===== src/rtl/controller_interface_if.sv =====
// Controller-port and CPU-read-bus signals for the dual NES controller poller.
// The master side is the poller; the slave side is the pads and CPU decode.
interface controller_interface_if;
    logic       controller_clk;
    logic       controller_latch;
    logic       controller_1_data_in_B;
    logic       controller_2_data_in_B;
    logic       SELECT_controller_1;
    logic       SELECT_controller_2;
    logic [7:0] data_out;
    logic       data_enable;

    modport master (
        output controller_clk,
        output controller_latch,
        input  controller_1_data_in_B,
        input  controller_2_data_in_B,
        input  SELECT_controller_1,
        input  SELECT_controller_2,
        output data_out,
        output data_enable
    );

    modport slave (
        input  controller_clk,
        input  controller_latch,
        output controller_1_data_in_B,
        output controller_2_data_in_B,
        output SELECT_controller_1,
        output SELECT_controller_2,
        input  data_out,
        input  data_enable
    );
endinterface


===== src/rtl/controller_interface.sv =====
// Polls two NES-style serial controllers in parallel (latch, 8 reads, 8 clock pulses)
// and presents the active-high button bytes on the CPU read bus.
module controller_interface #(
    parameter int CLK_DIV = 6
) (
    input  logic                   clk_12_5875,
    input  logic                   rst_B,
    input  logic                   poll_start,
    controller_interface_if.master bus,
    output logic [7:0]             controller_1_buttons_out,
    output logic [7:0]             controller_2_buttons_out
);

    localparam int TW = (CLK_DIV > 1) ? $clog2(CLK_DIV) : 1;
    localparam logic [TW-1:0] TICK_LAST = TW'(CLK_DIV - 1);

    typedef enum logic [1:0] {
        IDLE,
        LATCH,
        READ,
        PULSE
    } state_t;

    state_t        state, state_next;
    logic [2:0]    bit_idx, bit_next;
    logic [TW-1:0] tick_cnt, tick_next;
    logic          tick_last;
    logic          sample_bit;
    logic          load_buttons;

    logic [1:0]    poll_sync;
    logic          poll_prev;
    logic [1:0]    d1_sync;
    logic [1:0]    d2_sync;
    logic          start_edge;

    logic [7:0]    shift_1, shift_2;
    logic          latch_q, clk_q;

    assign start_edge = poll_sync[1] & ~poll_prev;
    assign tick_last  = (tick_cnt == TICK_LAST);

    // NOTE: every variable is given a default before the case so no path
    // leaves it unassigned; otherwise synthesis infers a latch.
    always_comb begin
        state_next   = state;
        bit_next     = bit_idx;
        tick_next    = tick_last ? '0 : tick_cnt + 1'b1;
        sample_bit   = 1'b0;
        load_buttons = 1'b0;
        unique case (state)
            IDLE: begin
                tick_next = '0;
                bit_next  = 3'd0;
                if (start_edge) state_next = LATCH;
            end
            LATCH: begin
                if (tick_last) state_next = READ;
            end
            READ: begin
                if (tick_last) begin
                    sample_bit = 1'b1;
                    state_next = PULSE;
                end
            end
            PULSE: begin
                if (tick_last) begin
                    if (bit_idx == 3'd7) begin
                        load_buttons = 1'b1;
                        state_next   = IDLE;
                    end else begin
                        bit_next   = bit_idx + 3'd1;
                        state_next = READ;
                    end
                end
            end
            default: state_next = IDLE;
        endcase
    end

    // NOTE: state registers use non-blocking assignments so every flop
    // samples the pre-edge values, independent of statement order.
    always_ff @(posedge clk_12_5875 or negedge rst_B) begin
        if (!rst_B) begin
            state                    <= IDLE;
            bit_idx                  <= 3'd0;
            tick_cnt                 <= '0;
            poll_sync                <= 2'b00;
            poll_prev                <= 1'b0;
            d1_sync                  <= 2'b00;
            d2_sync                  <= 2'b00;
            shift_1                  <= 8'h00;
            shift_2                  <= 8'h00;
            controller_1_buttons_out <= 8'h00;
            controller_2_buttons_out <= 8'h00;
            latch_q                  <= 1'b0;
            clk_q                    <= 1'b0;
        end else begin
            poll_sync <= {poll_sync[0], poll_start};
            poll_prev <= poll_sync[1];
            d1_sync   <= {d1_sync[0], bus.controller_1_data_in_B};
            d2_sync   <= {d2_sync[0], bus.controller_2_data_in_B};

            state    <= state_next;
            bit_idx  <= bit_next;
            tick_cnt <= tick_next;

            // Pad lines are registered from the next state so they change
            // on the same edge as the FSM and never glitch.
            latch_q <= (state_next == LATCH);
            clk_q   <= (state_next == PULSE);

            // Data lines are active-low; first bit received lands in bit 7.
            if (sample_bit) begin
                shift_1[3'd7 - bit_idx] <= ~d1_sync[1];
                shift_2[3'd7 - bit_idx] <= ~d2_sync[1];
            end

            if (load_buttons) begin
                controller_1_buttons_out <= shift_1;
                controller_2_buttons_out <= shift_2;
            end
        end
    end

    assign bus.controller_latch = latch_q;
    assign bus.controller_clk   = clk_q;

    // Controller 1 wins when both registers are selected.
    always_comb begin
        bus.data_enable = bus.SELECT_controller_1 | bus.SELECT_controller_2;
        if (bus.SELECT_controller_1)      bus.data_out = controller_1_buttons_out;
        else if (bus.SELECT_controller_2) bus.data_out = controller_2_buttons_out;
        else                              bus.data_out = 8'h00;
    end

endmodule


===== src/flat_wrapper.sv =====
// flat-port wrapper written by rule: the top's interface ports become plain ports
module controller_interface_flat 
#(
    parameter int CLK_DIV = 6
)
  (clk_12_5875, rst_B, poll_start, controller_1_buttons_out, controller_2_buttons_out, bus_controller_clk, bus_controller_latch, bus_controller_1_data_in_B, bus_controller_2_data_in_B, bus_SELECT_controller_1, bus_SELECT_controller_2, bus_data_out, bus_data_enable);
  controller_interface_if bus_i ();
  input  logic clk_12_5875;
  input  logic rst_B;
  input  logic poll_start;
  output logic [7:0] controller_1_buttons_out;
  output logic [7:0] controller_2_buttons_out;
  output wire logic [$bits(bus_i.controller_clk)-1:0] bus_controller_clk;
  output wire logic [$bits(bus_i.controller_latch)-1:0] bus_controller_latch;
  input wire logic [$bits(bus_i.controller_1_data_in_B)-1:0] bus_controller_1_data_in_B;
  input wire logic [$bits(bus_i.controller_2_data_in_B)-1:0] bus_controller_2_data_in_B;
  input wire logic [$bits(bus_i.SELECT_controller_1)-1:0] bus_SELECT_controller_1;
  input wire logic [$bits(bus_i.SELECT_controller_2)-1:0] bus_SELECT_controller_2;
  output wire logic [$bits(bus_i.data_out)-1:0] bus_data_out;
  output wire logic [$bits(bus_i.data_enable)-1:0] bus_data_enable;
  assign bus_controller_clk = bus_i.controller_clk;
  assign bus_controller_latch = bus_i.controller_latch;
  assign bus_i.controller_1_data_in_B = bus_controller_1_data_in_B;
  assign bus_i.controller_2_data_in_B = bus_controller_2_data_in_B;
  assign bus_i.SELECT_controller_1 = bus_SELECT_controller_1;
  assign bus_i.SELECT_controller_2 = bus_SELECT_controller_2;
  assign bus_data_out = bus_i.data_out;
  assign bus_data_enable = bus_i.data_enable;
  controller_interface #(.CLK_DIV(CLK_DIV)) u_core (.clk_12_5875(clk_12_5875), .rst_B(rst_B), .poll_start(poll_start), .bus(bus_i), .controller_1_buttons_out(controller_1_buttons_out), .controller_2_buttons_out(controller_2_buttons_out));
endmodule

===== config.mk =====
export PLATFORM = sky130hd
export DESIGN_NAME = controller_interface_flat
export DESIGN_NICKNAME = d
export VERILOG_FILES = /design/src/rtl/controller_interface_if.sv /design/src/rtl/controller_interface.sv /design/src/flat_wrapper.sv
export SDC_FILE = /design/constraint.sdc
export NUM_CORES = 1
export LEC_CHECK = 0
export BUFFER_PORTS_ARGS = -buffer_cell sky130_fd_sc_hd__clkbuf_2
export CAP_MARGIN = 10
export CORE_MARGIN = 10
export CORE_UTILIZATION = 45
export CTS_BUF_LIST = sky130_fd_sc_hd__clkbuf_8
export CTS_CLUSTER_DIAMETER = 150
export DETAILED_ROUTE_END_ITERATION = 6
export HOLD_SLACK_MARGIN = 0.06
export PLACE_DENSITY = 0.78
export SYNTH_ARGS = -nofsm -noshare
export SYNTH_HDL_FRONTEND = slang
export SYNTH_SLANG_ARGS = --single-unit
export TNS_END_PERCENT = 1

===== constraint.sdc =====
create_clock -name clk_12_5875 -period 2.1 [get_ports clk_12_5875]
set_input_delay 0.105 -clock clk_12_5875 [delete_from_list [all_inputs] [get_ports clk_12_5875]]
set_output_delay 0.105 -clock clk_12_5875 [all_outputs]
set_load 0.05 [all_outputs]

==> run_results.csv <==
group,metric,value,unit
sta,slew_viol_final,0,
clock_tree,insertion_delay,0.30,ns
worst_setup_path,path_class,"reg2reg",
sta,clock_skew,0.007780,ns
worst_setup_path,crit_path_max_fanout,7,
worst_hold_path,hp-class,"in2async",
logic_synthesis,synth_top_area_share,56.45,%
placement,place_hpwl,2809,microns
worst_setup_path,cp-endpoint,"u_core.shift_2[3]",
finish,final_common_cell,"dfrtp_1",
floorplan,die-area,0.008006,sq mm
logic_synthesis,synth_nets,187,
pwr,power_frac_seq,56.5,%
sta,fmax,521.0,MHz
clock_tree,clock_path_buffers,2,
sta,slew_headroom,66.41,%
finish,final_cell_mix,"dfrtp_1 (49), clkbuf_2 (33), inv_1 (25), mux2_2 (17), mux2i_1 (14)",
pwr,p_switching,499.2,uW
status,outcome,"completed",
sta,setup_tns,0,ns
sta,fin_crit_sh,91.39,%
logic_synthesis,synth.avg_cell_area,12.48,sq um
route,drc,0,
global_routing,grt_pass1_vias,1369,
global_routing,grtUsageTotal,10.41,%
sta,setup_ws,0.1807,ns
finish,drive_gt1_share,31.94,%
placement,gp_congestion,0.8287,
placement,numPlacedInstances,258,
logic_synthesis,yosysTopAreaCell,"dfrtp_1",
sta,hold_violations,0,
floorplan,io_pins,34,
global_routing,grt_max_degree,33,
floorplan,rows,25,
sta,period_needed,1.919,ns
logic_synthesis,syn_area,0.002172,sq mm
route,drtIter0Drc,33,
floorplan,die_height,89.48,microns
pwr,p_per_area,723.0,mW/mm^2
sta,worst_pin_slew,0.4968,ns
floorplan,initial_core_util,46.29,%
finish,nets,228,
logic_synthesis,synth-seq-cells,49,
finish,fillCellCount,416,
worst_setup_path,rr_startpoint,"u_core.state[0]",
pwr,cellLeakagePower,0.001302,uW
clock_tree,clk_pin_slew,0.09,ns
finish,area.growth.synth_to_final,16.01,%
route,vias,1352,
worst_setup_path,worstSetupStartpointType,"flop",
pwr,combPwrFrac,15.4,%
sta,setup_viol,0,
worst_setup_path,endpoint_kind,"flop",
route,wirelength,3862,microns
floorplan,core_area,0.004692,sq mm
worst_setup_path,startpoint,"u_core.state[0]",
clock_tree,root_buffer,"clkbuf_8",
logic_synthesis,yosys_warnings,0,
finish,antenna_cells,0,
worst_setup_path,rrSetupSlack,0.18,ns
route,viasPerCell,5.007,
pwr,ir_drop,0.4371,mV
sta,rsz0062_at_grt,"no",
route,drtPass1Iterations,4,
logic_synthesis,seq_area_frac_synth,56.45,%
global_routing,grt_pass1_wl,6396,microns
placement,dp_slack,0.2011,ns
logic_synthesis,synth_edf_count,0,
clock_tree,cts_tree,"yes",
clock_tree,htreeDepth,2,
worst_setup_path,crit_arrival,2.13,ns
worst_setup_path,required,2.31,ns
pwr,clkPwrFrac,28.2,%
job,cap_violations,0,
finish,layoutNonFillerInstCount,270,
worst_setup_path,ff2ff_path_depth,6,
floorplan,die_w,89.48,microns
clock_tree,cts_buffers,5,
finish,final_util,53.71,%
route,wire_per_inst,14.30,microns
logic_synthesis,synthDistinctLibCells,35,
logic_synthesis,synth-main-ff-cell,"dfrtp_1",
logic_synthesis,synth_area_leaders,"dfrtp_1 (56%), mux2_2 (8.8%), mux2i_1 (6.5%), inv_1 (4.0%), a22o_1 (3.6%)",
pwr,switching_share,27.40,%
pwr,internal_power,1323,uW
global_routing,grt_overflow,0,
clock_tree,cts.sink_count,49,
logic_synthesis,async_reset_ff_share,100.0,%
logic_synthesis,synthCells,174,
route,ant_nets,0,
placement,port_buffers,33,
global_routing,grt_antenna_before_repair,0,
worst_setup_path,r2r-end,"u_core.shift_2[3]",
==> critical path, cell delays in order, from the launching register on <==
cell,delay (ns)
dfrtp_1,0.41
inv_1,0.11
ha_1,0.24
inv_1,0.07
or3_1,0.52
nor3b_4,0.29
mux2i_1,0.21
==> Yosys cell counts (all sizes together) (4+ instances only) <==
library cell	number
buf	6
nor2	7
nand3b	4
nor3	4
nand2	8
dfrtp	49
inv	23
ha	6
mux2	17
mux2i	14
a22o	9
o21ai	4
==> registers in the layout, indices dropped and copies added, names as in the netlist <==
| signal | count |
|---|---|
| u_core.poll_prev | 1 |
| u_core.shift_1 | 8 |
| u_core.state | 2 |
| u_core.bit_idx | 3 |
| u_core.d1_sync | 2 |
| u_core.d2_sync | 2 |
| u_core.shift_2 | 8 |
| u_core.poll_sync | 2 |
| u_core.tick_cnt | 3 |
| u_core.bus.controller_clk | 1 |
| u_core.controller_2_buttons_out | 8 |
| u_core.bus.controller_latch | 1 |
| u_core.controller_1_buttons_out | 8 |
==> cells by family (layout without fill, tap and decap cells) <==
kind of cell	Yosys count	after routing	share of synthesized area, %
AOI/OAI and AO/OA	24	24	8.295
adders and majority gates	6	6	3.456
buffers and inverters	32	74	6.451
DFF	49	49	56.45
muxes	31	31	15.26
and+or+nand+nor	32	32	10.08
==> metrics by stage <==
step / instance area, sq um / hold WS (ns) / power [uW]
2_1_floorplan: 2172 / -0.1906 / 1236
3_5_place_dp: 2396 / 0.07244 / 1326
4_1_cts: 2520 / 0.2917 / 1852
6_report: 2520 / 0.3037 / 1822
5_1_grt: 2520 / 0.3321 / 1937
3_3_place_gp: 2396 / 0.06446 / 1317
==> how the worst min path moves through the flow <==
stage                                                     to  slack (ns)
after floorplan                            u_core.bit_idx[0]       -0.19
after detailed placement  u_core.controller_2_buttons_out[6]        0.07
after CTS                 u_core.controller_2_buttons_out[6]        0.29
after global routing      u_core.controller_2_buttons_out[6]        0.33
final                     u_core.controller_2_buttons_out[6]        0.30
after global placement    u_core.controller_2_buttons_out[6]        0.06
==> per-layer routing <==
metal | part of all wire, % | GRT usage [%] | up-vias | routed length, microns
li1 | - | - | 669 | -
met3 | 4.9 | 3.191 | 6 | 191
met2 | 49 | 17.23 | 22 | 1893
met4 | 1.9 | 4.335 | 0 | 72
met1 | 44 | 12.21 | 655 | 1705
met5 | 0 | 0 | - | 0
==> power groups by stage <==
stage               Clock (uW)  Combinational [uW]  Sequential, uW
finish                     513                 280            1030
global placement             0                 271            1050
floorplan                    0                 164            1070
detailed placement           0                 278            1050
CTS                        538                 285            1030
global route               585                 314            1040
==> what timing repair did <==
action / 4_1_cts / 5_1_grt
setup buffers: 0 / 0
resized for setup: 0 / 0
setup endpoints to repair: 0 / 0
hold buffers: 4 / 0
endpoints found under the hold margin: 20 / 0
==> layout make-up <==
| type | count | area [sq um] | share of cell area [%] |
|---|---|---|---|
| multi-input cells | 93 | 805.8 | 31.98 |
| well taps | 54 | 67.56 | 2.681 |
| clock buffers | 5 | 68.82 | 2.731 |
| repair buffers | 43 | 250.2 | 9.930 |
| flip-flops and latches | 49 | 1226 | 48.66 |
| clock inverters | 3 | 15.01 | 0.5958 |
| inverters | 23 | 86.33 | 3.426 |
Note: power is estimated with default switching activity, not from simulation.
